## config.mk

```make
export PLATFORM = sky130hd
export DESIGN_NAME = inst_fetch
export DESIGN_NICKNAME = d
export VERILOG_FILES = /design/src/rtl/inst_fetch.sv
export SDC_FILE = /design/constraint.sdc
export NUM_CORES = 1
export LEC_CHECK = 0
export BUFFER_PORTS_ARGS = -buffer_cell sky130_fd_sc_hd__buf_2
export CELL_PAD_IN_SITES_DETAIL_PLACEMENT = 1
export CELL_PAD_IN_SITES_GLOBAL_PLACEMENT = 1
export CORE_ASPECT_RATIO = 1.4
export CORE_MARGIN = 3
export CORE_UTILIZATION = 39
export DETAILED_ROUTE_END_ITERATION = 10
export PLACE_DENSITY_LB_ADDON = 0.05
export SLEW_MARGIN = 10
export SYNTH_ARGS = -nofsm -noshare
export SYNTH_HDL_FRONTEND = slang
export SYNTH_SLANG_ARGS = --single-unit
```

## constraint.sdc

```tcl
create_clock -name clk -period 8.35 [get_ports clk]
set_input_delay 2.0875 -clock clk [delete_from_list [all_inputs] [get_ports clk]]
set_output_delay 2.0875 -clock clk [all_outputs]
set_load 0.01 [all_outputs]
```

## src/rtl/inst_fetch.sv

```systemverilog
// rtl/inst_fetch.sv - instruction fetch control: imem request tracking, fetch FIFO, redirect flush
// Optional misaligned-PC address-error entries are enabled by FETCH_ADEL_CHECK_EN.
module inst_fetch #(
   parameter int                    ADDR_WIDTH = 32,
   parameter logic [ADDR_WIDTH-1:0] RESET_PC   = '0,
   parameter int                    DEPTH      = 2
) (
   input  logic                  clk,
   input  logic                  rst,
   input  logic [ADDR_WIDTH-1:0] pc_i,
   output logic [ADDR_WIDTH-1:0] next_pc_o,
   output logic                  imem_req,
   output logic [ADDR_WIDTH-1:0] imem_addr,
   input  logic                  imem_addr_ok,
   input  logic                  imem_data_ok,
   input  logic [31:0]           imem_rdata,
   input  logic                  redirect_valid,
   input  logic [ADDR_WIDTH-1:0] redirect_pc,
   output logic                  out_valid,
   input  logic                  out_ready,
   output logic [ADDR_WIDTH-1:0] out_pc,
   output logic [31:0]           out_inst,
   output logic                  out_adel
);
   localparam int            PW   = $clog2(DEPTH);
   localparam int            CW   = $clog2(DEPTH + 1);
   localparam logic [CW-1:0] FULL = CW'(DEPTH);

   logic [ADDR_WIDTH-1:0] fifo_pc_q   [DEPTH];
   logic [ADDR_WIDTH-1:0] fifo_pc_d   [DEPTH];
   logic [31:0]           fifo_inst_q [DEPTH];
   logic [31:0]           fifo_inst_d [DEPTH];
   logic [PW-1:0]         fifo_rd_q, fifo_rd_d;
   logic [PW-1:0]         fifo_wr_q, fifo_wr_d;
   logic [CW-1:0]         fifo_cnt_q, fifo_cnt_d;
   logic [ADDR_WIDTH-1:0] pcq_q [DEPTH];
   logic [ADDR_WIDTH-1:0] pcq_d [DEPTH];
   logic [PW-1:0]         pcq_rd_q, pcq_rd_d;
   logic [PW-1:0]         pcq_wr_q, pcq_wr_d;
   logic [CW-1:0]         inflight_q, inflight_d;
   logic [CW-1:0]         discard_q, discard_d;

   logic                  misaligned, halted, adel_push;
   logic                  pop, accept, resp, fifo_push;
   logic [CW:0]           occupancy;
   logic [ADDR_WIDTH-1:0] push_pc;
   logic [31:0]           push_inst;

   // Credit counts the slot freed by this cycle's pop so a 1-cycle memory streams back-to-back.
   always_comb begin
      pop       = (fifo_cnt_q != '0) && out_ready;
      occupancy = {1'b0, inflight_q} + {1'b0, fifo_cnt_q} - {{CW{1'b0}}, pop};
      imem_req  = !rst && !halted && !misaligned && (occupancy < {1'b0, FULL});
      accept    = imem_req && imem_addr_ok;
      resp      = imem_data_ok && (inflight_q != '0);
      if (rst)
         next_pc_o = RESET_PC;
      else if (redirect_valid)
         next_pc_o = redirect_pc;
      else if (accept)
         next_pc_o = pc_i + ADDR_WIDTH'(4);
      else
         next_pc_o = pc_i;
   end

   always_comb begin
      fifo_pc_d   = fifo_pc_q;
      fifo_inst_d = fifo_inst_q;
      fifo_rd_d   = fifo_rd_q;
      fifo_wr_d   = fifo_wr_q;
      fifo_cnt_d  = fifo_cnt_q;
      pcq_d       = pcq_q;
      pcq_rd_d    = pcq_rd_q;
      pcq_wr_d    = pcq_wr_q;
      inflight_d  = inflight_q + CW'(accept) - CW'(resp);
      discard_d   = discard_q;
      fifo_push   = 1'b0;
      push_pc     = pcq_q[pcq_rd_q];
      push_inst   = imem_rdata;

      if (accept) begin
         pcq_d[pcq_wr_q] = pc_i;
         pcq_wr_d        = pcq_wr_q + 1'b1;
      end
      if (resp) begin
         pcq_rd_d = pcq_rd_q + 1'b1;
         if (discard_q != '0)
            discard_d = discard_q - 1'b1;
         else
            fifo_push = 1'b1;
      end
      if (adel_push) begin
         fifo_push = 1'b1;
         push_pc   = pc_i;
         push_inst = '0;
      end

      // The PC queue keeps stale entries so discarded responses still pop in order.
      if (redirect_valid) begin
         fifo_push  = 1'b0;
         fifo_rd_d  = '0;
         fifo_wr_d  = '0;
         fifo_cnt_d = '0;
         discard_d  = inflight_d;
      end else begin
         if (fifo_push) begin
            fifo_pc_d[fifo_wr_q]   = push_pc;
            fifo_inst_d[fifo_wr_q] = push_inst;
            fifo_wr_d              = fifo_wr_q + 1'b1;
         end
         if (pop)
            fifo_rd_d = fifo_rd_q + 1'b1;
         fifo_cnt_d = fifo_cnt_q + CW'(fifo_push) - CW'(pop);
      end
   end

   always_ff @(posedge clk) begin
      if (rst) begin
         fifo_rd_q  <= '0;
         fifo_wr_q  <= '0;
         fifo_cnt_q <= '0;
         pcq_rd_q   <= '0;
         pcq_wr_q   <= '0;
         inflight_q <= '0;
         discard_q  <= '0;
      end else begin
         fifo_rd_q  <= fifo_rd_d;
         fifo_wr_q  <= fifo_wr_d;
         fifo_cnt_q <= fifo_cnt_d;
         pcq_rd_q   <= pcq_rd_d;
         pcq_wr_q   <= pcq_wr_d;
         inflight_q <= inflight_d;
         discard_q  <= discard_d;
      end
      fifo_pc_q   <= fifo_pc_d;
      fifo_inst_q <= fifo_inst_d;
      pcq_q       <= pcq_d;
   end

   assign out_valid = (fifo_cnt_q != '0);
   assign out_pc    = out_valid ? fifo_pc_q[fifo_rd_q] : '0;
   assign out_inst  = out_valid ? fifo_inst_q[fifo_rd_q] : '0;

`ifdef FETCH_ADEL_CHECK_EN
   logic halt_q, halt_d;
   logic fifo_adel_q [DEPTH];
   logic fifo_adel_d [DEPTH];

   assign misaligned = (pc_i[1:0] != 2'b00);
   assign halted     = halt_q;
   assign adel_push  = misaligned && !halt_q && (inflight_q == '0) && (fifo_cnt_q != FULL);
   assign imem_addr  = pc_i;
   assign out_adel   = out_valid && fifo_adel_q[fifo_rd_q];

   // Halt until a redirect so the error entry is emitted exactly once.
   always_comb begin
      halt_d      = halt_q;
      fifo_adel_d = fifo_adel_q;
      if (fifo_push)
         fifo_adel_d[fifo_wr_q] = adel_push;
      if (adel_push)
         halt_d = 1'b1;
      if (redirect_valid)
         halt_d = 1'b0;
   end

   always_ff @(posedge clk) begin
      if (rst)
         halt_q <= 1'b0;
      else
         halt_q <= halt_d;
      fifo_adel_q <= fifo_adel_d;
   end
`else
   assign misaligned = 1'b0;
   assign halted     = 1'b0;
   assign adel_push  = 1'b0;
   assign imem_addr  = {pc_i[ADDR_WIDTH-1:2], 2'b00};
   assign out_adel   = 1'b0;
`endif

endmodule

```

== After elaboration in Yosys (flattened, before gate mapping) ==
Index checks and enable logic that the tools add are counted.
W data, S select, Z words.
Word-level totals
  register bits after elaboration: 202
  input port bits: 102
  output and inout port bits: 131
  word-level logic and storage cells: 78
Operators by class
  add/subtract/negate cells: 12
  order comparisons: 7
  mux-type cells: 26
  bitwise logic cells: 5
  reductions and logical operators: 15
Operator list (count)
  $mux W32: 16
  $bwmux W64: 3
  $demux W32 S1: 2
  $add A32 B3 Y32 const B: 1
  $reduce_bool A2 Y1: 5
  $ge A2 B2 Y1 const B: 4
  $not A1 Y2: 4
  $logic_and A1 B1 Y1: 6
  $mux W2: 3
  $add A1 B1 Y1 const B: 4
  $add A2 B1 Y2: 2
  $lt A2 B1 Y1 const B: 2
  $reduce_and A2 Y1: 2
  $sub A2 B1 Y2: 2
  $add A2 B2 Y3: 1
  $lt A3 B2 Y1 const B: 1
  $sub A3 B1 Y3: 1
  $mux W1: 2
  $reduce_or A2 Y1: 1
  $sub A2 B1 Y2 const B: 1
  $logic_not A1 Y1: 1
  $not A1 Y1: 1

== Logic depth before layout (Yosys ltp) ==
  depth in word-level cells: 9
  mapped depth: 15
  gate-level depth less buffers: 15

== Least setup slack after synthesis ==
No wires, ideal clock.
  path kind: input -> register
  start: input port redirect_valid
  end: register fifo_inst_q[0] (netlist bit) (enable)
  setup time: 0.578 ns
  arrival: 7.446 ns
  required time: 7.772 ns
  setup slack: 0.326 ns
  stages on the path: 4
  path buffers: 3
  path through: clkbuf_1 > buf_1 > clkbuf_1 > nor3b_1
Between the ends
  longest elaborated chain between the ends: 2
Ends and longest elaborated chain
  start: declaration: line 17  | input logic redirect_valid,
  $not A1 Y1 (no source line)
  $reduce_and A2 Y1 (no source line)
  end signal: assignment: line 136  | fifo_inst_q <= fifo_inst_d;
  end: declaration: line 31  | logic [31:0] fifo_inst_q [DEPTH];
Every way passes these cells.
A chain may end at the register's enable or synchronous reset.

== Worst setup path in the final report ==
  start: input port out_ready
  end: output port next_pc_o[17]
Between the ends
  longest elaborated chain between the ends: 8
Ends and longest elaborated chain
  start: declaration: line 20  | input logic out_ready,
  $logic_and A1 B1 Y1: line 51  | pop = (fifo_cnt_q != '0) && out_ready;
  $sub A3 B1 Y3: line 52  | occupancy = {1'b0, inflight_q} + {1'b0, fifo_cnt_q} - {{CW{1'b0}}, pop};
  $lt A3 B2 Y1: line 53  | imem_req = !rst && !halted && !misaligned && (occupancy < {1'b0, FULL});
  $logic_and A1 B1 Y1: line 53
  $logic_and A1 B1 Y1: line 54  | accept = imem_req && imem_addr_ok;
  $mux W32: line 60  | else if (accept)
  $mux W32: line 58  | else if (redirect_valid)
  $mux W32: line 56  | if (rst)
  end: declaration: line 11  | output logic [ADDR_WIDTH-1:0] next_pc_o,
Every way passes these cells.

==> metrics.txt <==
# TYPE chip_impl_metric gauge
chip_impl_metric{name="clock_latency",unit="ns"} 0.49
chip_impl_metric{name="area.growth.synth_to_final",unit="%"} 19.44
chip_impl_metric{name="clk_transition_reported_paths",unit="ns"} 0.06
chip_impl_metric{name="critical_path.max_stage_delay",unit="ns"} 0.76
chip_impl_metric{name="yosysSeqAreaShare",unit="%"} 64.76
chip_impl_metric{name="maxSlewHeadroom",unit="%"} 29.04
chip_impl_metric{name="fillerInstances",unit=""} 2425
chip_impl_metric{name="setup_viol",unit=""} 0
chip_impl_metric{name="post-route-min-period",unit="ns"} 6.937
chip_impl_metric{name="chipHeight",unit="um"} 187.9
chip_impl_metric{name="period_utilization_post_route",unit="%"} 83.08
chip_impl_metric{name="synth_area",unit="um2"} 9213
chip_impl_info{name="critical_path.endpoint_type",value="primary output"} 1
chip_impl_metric{name="final_core_utilization",unit="%"} 48.15
chip_impl_metric{name="dp_worst_setup_slack",unit="ns"} 1.393
chip_impl_metric{name="floorplan.rows",unit=""} 65
chip_impl_info{name="min_to",value="fifo_pc_q[35]"} 1
chip_impl_metric{name="grt_pass1_vias",unit=""} 6765
chip_impl_metric{name="ys_warn_count",unit=""} 0
chip_impl_metric{name="drt-wirelength-per-cell",unit="um"} 20.73
chip_impl_metric{name="drt-total-wl",unit="um"} 24420
chip_impl_metric{name="synth_async_sr_flop_share",unit="%"} 0
chip_impl_metric{name="slew_viol_final",unit=""} 0
chip_impl_metric{name="number_of_buffers_inserted_by_post_cts_setup_repair",unit=""} 0
chip_impl_metric{name="max_freq",unit="MHz"} 144.2
chip_impl_metric{name="hold_ws",unit="ns"} 0.5660
chip_impl_info{name="critPathSlowestCell",value="sky130_fd_sc_hd__or4b_1"} 1
chip_impl_metric{name="grt_antenna_before_repair",unit=""} 2
chip_impl_info{name="ys_dominant_reg_cell",value="sky130_fd_sc_hd__edfxtp_1"} 1
chip_impl_metric{name="design.portCount",unit=""} 233
chip_impl_metric{name="clockBufferDepth",unit=""} 3
chip_impl_metric{name="final_layout_size_suffix_gt1_share",unit="%"} 34.66
chip_impl_metric{name="path_buf_inv",unit=""} 2
chip_impl_metric{name="setup_ws",unit="ns"} 1.413
chip_impl_info{name="hold_path_class",value="register to register"} 1
chip_impl_metric{name="overflow",unit=""} 0
chip_impl_info{name="path_common_cell",value="sky130_fd_sc_hd__buf_2"} 1
chip_impl_metric{name="hpwl_after_dpl",unit="um"} 16520
chip_impl_info{name="leading_post_synthesis_cells_by_cell_area",value="sky130_fd_sc_hd__edfxtp_1, sky130_fd_sc_hd__mux2i_1, sky130_fd_sc_hd__nor2_1, sky130_fd_sc_hd__mux2_2, sky130_fd_sc_hd__buf_4"} 1
chip_impl_info{name="status",value="completed"} 1
chip_impl_metric{name="dieArea",unit="um2"} 25530
chip_impl_info{name="category_of_the_worst_setup_path_launch_point",value="primary input"} 1
chip_impl_metric{name="setup_tns",unit="ns"} 0
chip_impl_metric{name="gr-usage-all-layers",unit="%"} 18.81
chip_impl_metric{name="drt_pre_antenna_iters",unit=""} 4
chip_impl_metric{name="first_drt_iteration_drcs",unit=""} 324
chip_impl_info{name="critical_path.top_delay_family",value="simple AND/OR/NAND/NOR gates"} 1
chip_impl_metric{name="synth_edf_count",unit=""} 192
chip_impl_metric{name="port-buffer-count",unit=""} 229
chip_impl_metric{name="cts_repair_resize_count",unit=""} 0
chip_impl_metric{name="layout.nets",unit=""} 973
chip_impl_metric{name="dieWidth",unit="um"} 135.9
chip_impl_metric{name="drcViolationCount",unit=""} 0
chip_impl_metric{name="r2r.worst_path.cells",unit=""} 7
chip_impl_metric{name="global_route_wire_length_before_repair",unit="um"} 37650
chip_impl_metric{name="via_per_inst",unit=""} 5.290
chip_impl_metric{name="drtAntennaViolNets",unit=""} 0
chip_impl_metric{name="regToRegSetupSlack",unit="ns"} 4.90
chip_impl_metric{name="clkSinkCount",unit=""} 202
chip_impl_metric{name="core_area",unit="um2"} 22850
chip_impl_metric{name="maxCapViolations",unit=""} 0
chip_impl_metric{name="globalplace.congestion",unit=""} 0.7880
chip_impl_metric{name="syn_inst",unit=""} 677
chip_impl_metric{name="yosys.area.top_type_share",unit="%"} 62.58
chip_impl_metric{name="route.vias.total",unit=""} 6232
chip_impl_metric{name="worst-endpoint-arrival",unit="ns"} 4.85
chip_impl_metric{name="finalHoldViolations",unit=""} 0
chip_impl_metric{name="ys_ff_latch",unit=""} 202
chip_impl_info{name="rsz_0062_raised_after_global_routing",value="false"} 1
chip_impl_metric{name="holdBufCountCts",unit=""} 0
chip_impl_metric{name="tightestPinTransition",unit="ns"} 1.062
chip_impl_info{name="synth_top_area_cell",value="sky130_fd_sc_hd__edfxtp_1"} 1
chip_impl_metric{name="insertedDiodeCount",unit=""} 0
chip_impl_info{name="timing_worst_setup_path_type",value="primary input to primary output"} 1
chip_impl_metric{name="crit_required",unit="ns"} 6.26
chip_impl_info{name="timing.hold.worst.start",value="pcq_q[3]"} 1
chip_impl_metric{name="hold_depth",unit=""} 1
chip_impl_metric{name="leakage",unit="nW"} 3.992
chip_impl_info{name="ctsRootBufferMaster",value="sky130_fd_sc_hd__clkbuf_16"} 1
chip_impl_metric{name="grt_start_max_net_pins",unit=""} 65
chip_impl_metric{name="syn_area_per_cell",unit="um2"} 13.61
chip_impl_metric{name="power_density",unit="nW/um2"} 235.7
chip_impl_metric{name="cts_buffers",unit=""} 20
chip_impl_metric{name="worst_ir_drop_vdd",unit="uV"} 146.1
chip_impl_info{name="r2r-start",value="fifo_cnt_q[1]"} 1
chip_impl_metric{name="htree_levels",unit=""} 1
chip_impl_metric{name="floorplan.initialDensity",unit="%"} 40.31
chip_impl_metric{name="worst_path_fanout_max",unit=""} 9
chip_impl_metric{name="clock_skews",unit="ns"} 0.01561
chip_impl_info{name="regToRegEndpoint",value="pcq_q[56]"} 1
chip_impl_metric{name="ys_types",unit=""} 53
chip_impl_info{name="cts_tree",value="built"} 1
chip_impl_info{name="critical_path.cell_chain",value="buf_2, xor2_1, nand2_1, fa_1, xnor2_1, or4b_1, or4_1, a311oi_1, buf_2"} 1
## power by group
group	total [mW]	leakage (nW)	internal, mW	switching (mW)
logic	0.483	1.88	0.191	0.292
registers	1.29	1.82	1.24	0.0518
clock network	0.816	0.290	0.461	0.355
## cells in the final DEF, fill, tap and decap left out, types with 4 or more instances in the layout
| cell type | count |
|---|---|
| sky130_fd_sc_hd__o41a_1 | 6 |
| sky130_fd_sc_hd__mux2_2 | 32 |
| sky130_fd_sc_hd__nor2_1 | 103 |
| sky130_fd_sc_hd__a311oi_1 | 8 |
| sky130_fd_sc_hd__nand4_1 | 8 |
| sky130_fd_sc_hd__nor3_1 | 6 |
| sky130_fd_sc_hd__o2111a_1 | 5 |
| sky130_fd_sc_hd__nand3_1 | 14 |
| sky130_fd_sc_hd__ha_1 | 6 |
| sky130_fd_sc_hd__mux2i_1 | 66 |
| sky130_fd_sc_hd__buf_2 | 229 |
| sky130_fd_sc_hd__a311o_1 | 5 |
| sky130_fd_sc_hd__clkinv_2 | 4 |
| sky130_fd_sc_hd__nor4_1 | 11 |
| sky130_fd_sc_hd__nand2_1 | 16 |
| sky130_fd_sc_hd__nor2b_1 | 11 |
| sky130_fd_sc_hd__edfxtp_1 | 192 |
| sky130_fd_sc_hd__buf_4 | 6 |
| sky130_fd_sc_hd__xor2_1 | 5 |
| sky130_fd_sc_hd__or3_1 | 9 |
| sky130_fd_sc_hd__xnor2_1 | 13 |
| sky130_fd_sc_hd__inv_1 | 14 |
| sky130_fd_sc_hd__clkbuf_1 | 7 |
| sky130_fd_sc_hd__o21ai_0 | 9 |
| sky130_fd_sc_hd__dfxtp_1 | 8 |
| sky130_fd_sc_hd__clkbuf_16 | 21 |
| sky130_fd_sc_hd__a211oi_1 | 9 |
| sky130_fd_sc_hd__a2111oi_1 | 5 |
## sequential cells by signal (all words and copies together), names as in the netlist
name and count:
inflight_q 2, fifo_cnt_q 2, fifo_wr_q 1, pcq_wr_q 1, fifo_pc_q 64, fifo_rd_q 1
pcq_q 64, discard_q 2, pcq_rd_q 1, fifo_inst_q 64
## cells by family (layout without fill, tap and decap cells)
kind of cell | count (synthesis) | count (layout) | share of synthesized area (%)
multiplexers | 98 | 98 | 11.08
XOR/XNOR | 18 | 18 | 1.711
buffers and inverters | 86 | 284 | 4.957
AND/OR/NAND/NOR | 203 | 203 | 10.65
adder cells (fa/ha/maj) | 7 | 7 | 1.032
other | 1 | 3 | 0.04071
flip-flops | 202 | 202 | 64.76
AO/OA/AOI/OAI | 62 | 62 | 5.772
## layout make-up
class | instances | area (um2) | area share [%]
clock buffer | 28 | 551.8 | 5.015
clock inverter | 7 | 36.28 | 0.3298
inverter | 14 | 52.55 | 0.4776
multi-input combinational | 391 | 2824 | 25.67
sequential | 202 | 5971 | 54.26
tap | 301 | 376.6 | 3.423
timing repair buffer | 235 | 1191 | 10.83
## synth_stat cells, drive strengths merged, types with 2 or more instances
cell and number:
ha 6, o31ai 2, o41a 6, and4 3, o21a 2, o31a 2
nand2 16, dfxtp 10, nand4 9, or4 4, clkbuf 29, nor3 8
o2111a 5, a211oi 9, o21ai 9, xor2 5, nor2 105, inv 14
edfxtp 192, a311o 5, a2111oi 6, or3 9, o41ai 2, nand2b 2
nand3 14, nor4 11, nor2b 11, mux2i 66, a31oi 2, mux2 32
buf 43, a311oi 8, and3 4, xnor2 13, o311a 2
## worst max path at each step
stage,slack (ns),start,end,depth (start not counted)
6_report,1.41,out_ready,next_pc_o[17],9
3_3_place_gp,1.43,out_ready,next_pc_o[17],9
3_5_place_dp,1.39,out_ready,next_pc_o[13],9
5_1_grt,1.20,out_ready,next_pc_o[31],9
2_1_floorplan,0.33,redirect_valid,fifo_inst_q[0],4
4_1_cts,1.40,out_ready,next_pc_o[13],9
## layer usage
layer | wire, um | up-vias | global-route usage [%]
li1 | - | 2890 | -
met1 | 10040 | 3110 | 23.69
met2 | 12470 | 195 | 33.61
met3 | 1484 | 33 | 3.435
met4 | 408 | 4 | 4.073
met5 | 23 | - | 0
## metrics by stage
stage,power (mW),instances,cell area (um2)
detailed placement,1.806,1143,10420
global route,2.725,1178,11000
floorplan,1.622,679,9220
global placement,1.782,1143,10420
finish,2.593,1178,11000
CTS,2.631,1178,11000
Note: power is estimated with default switching activity, not from simulation.
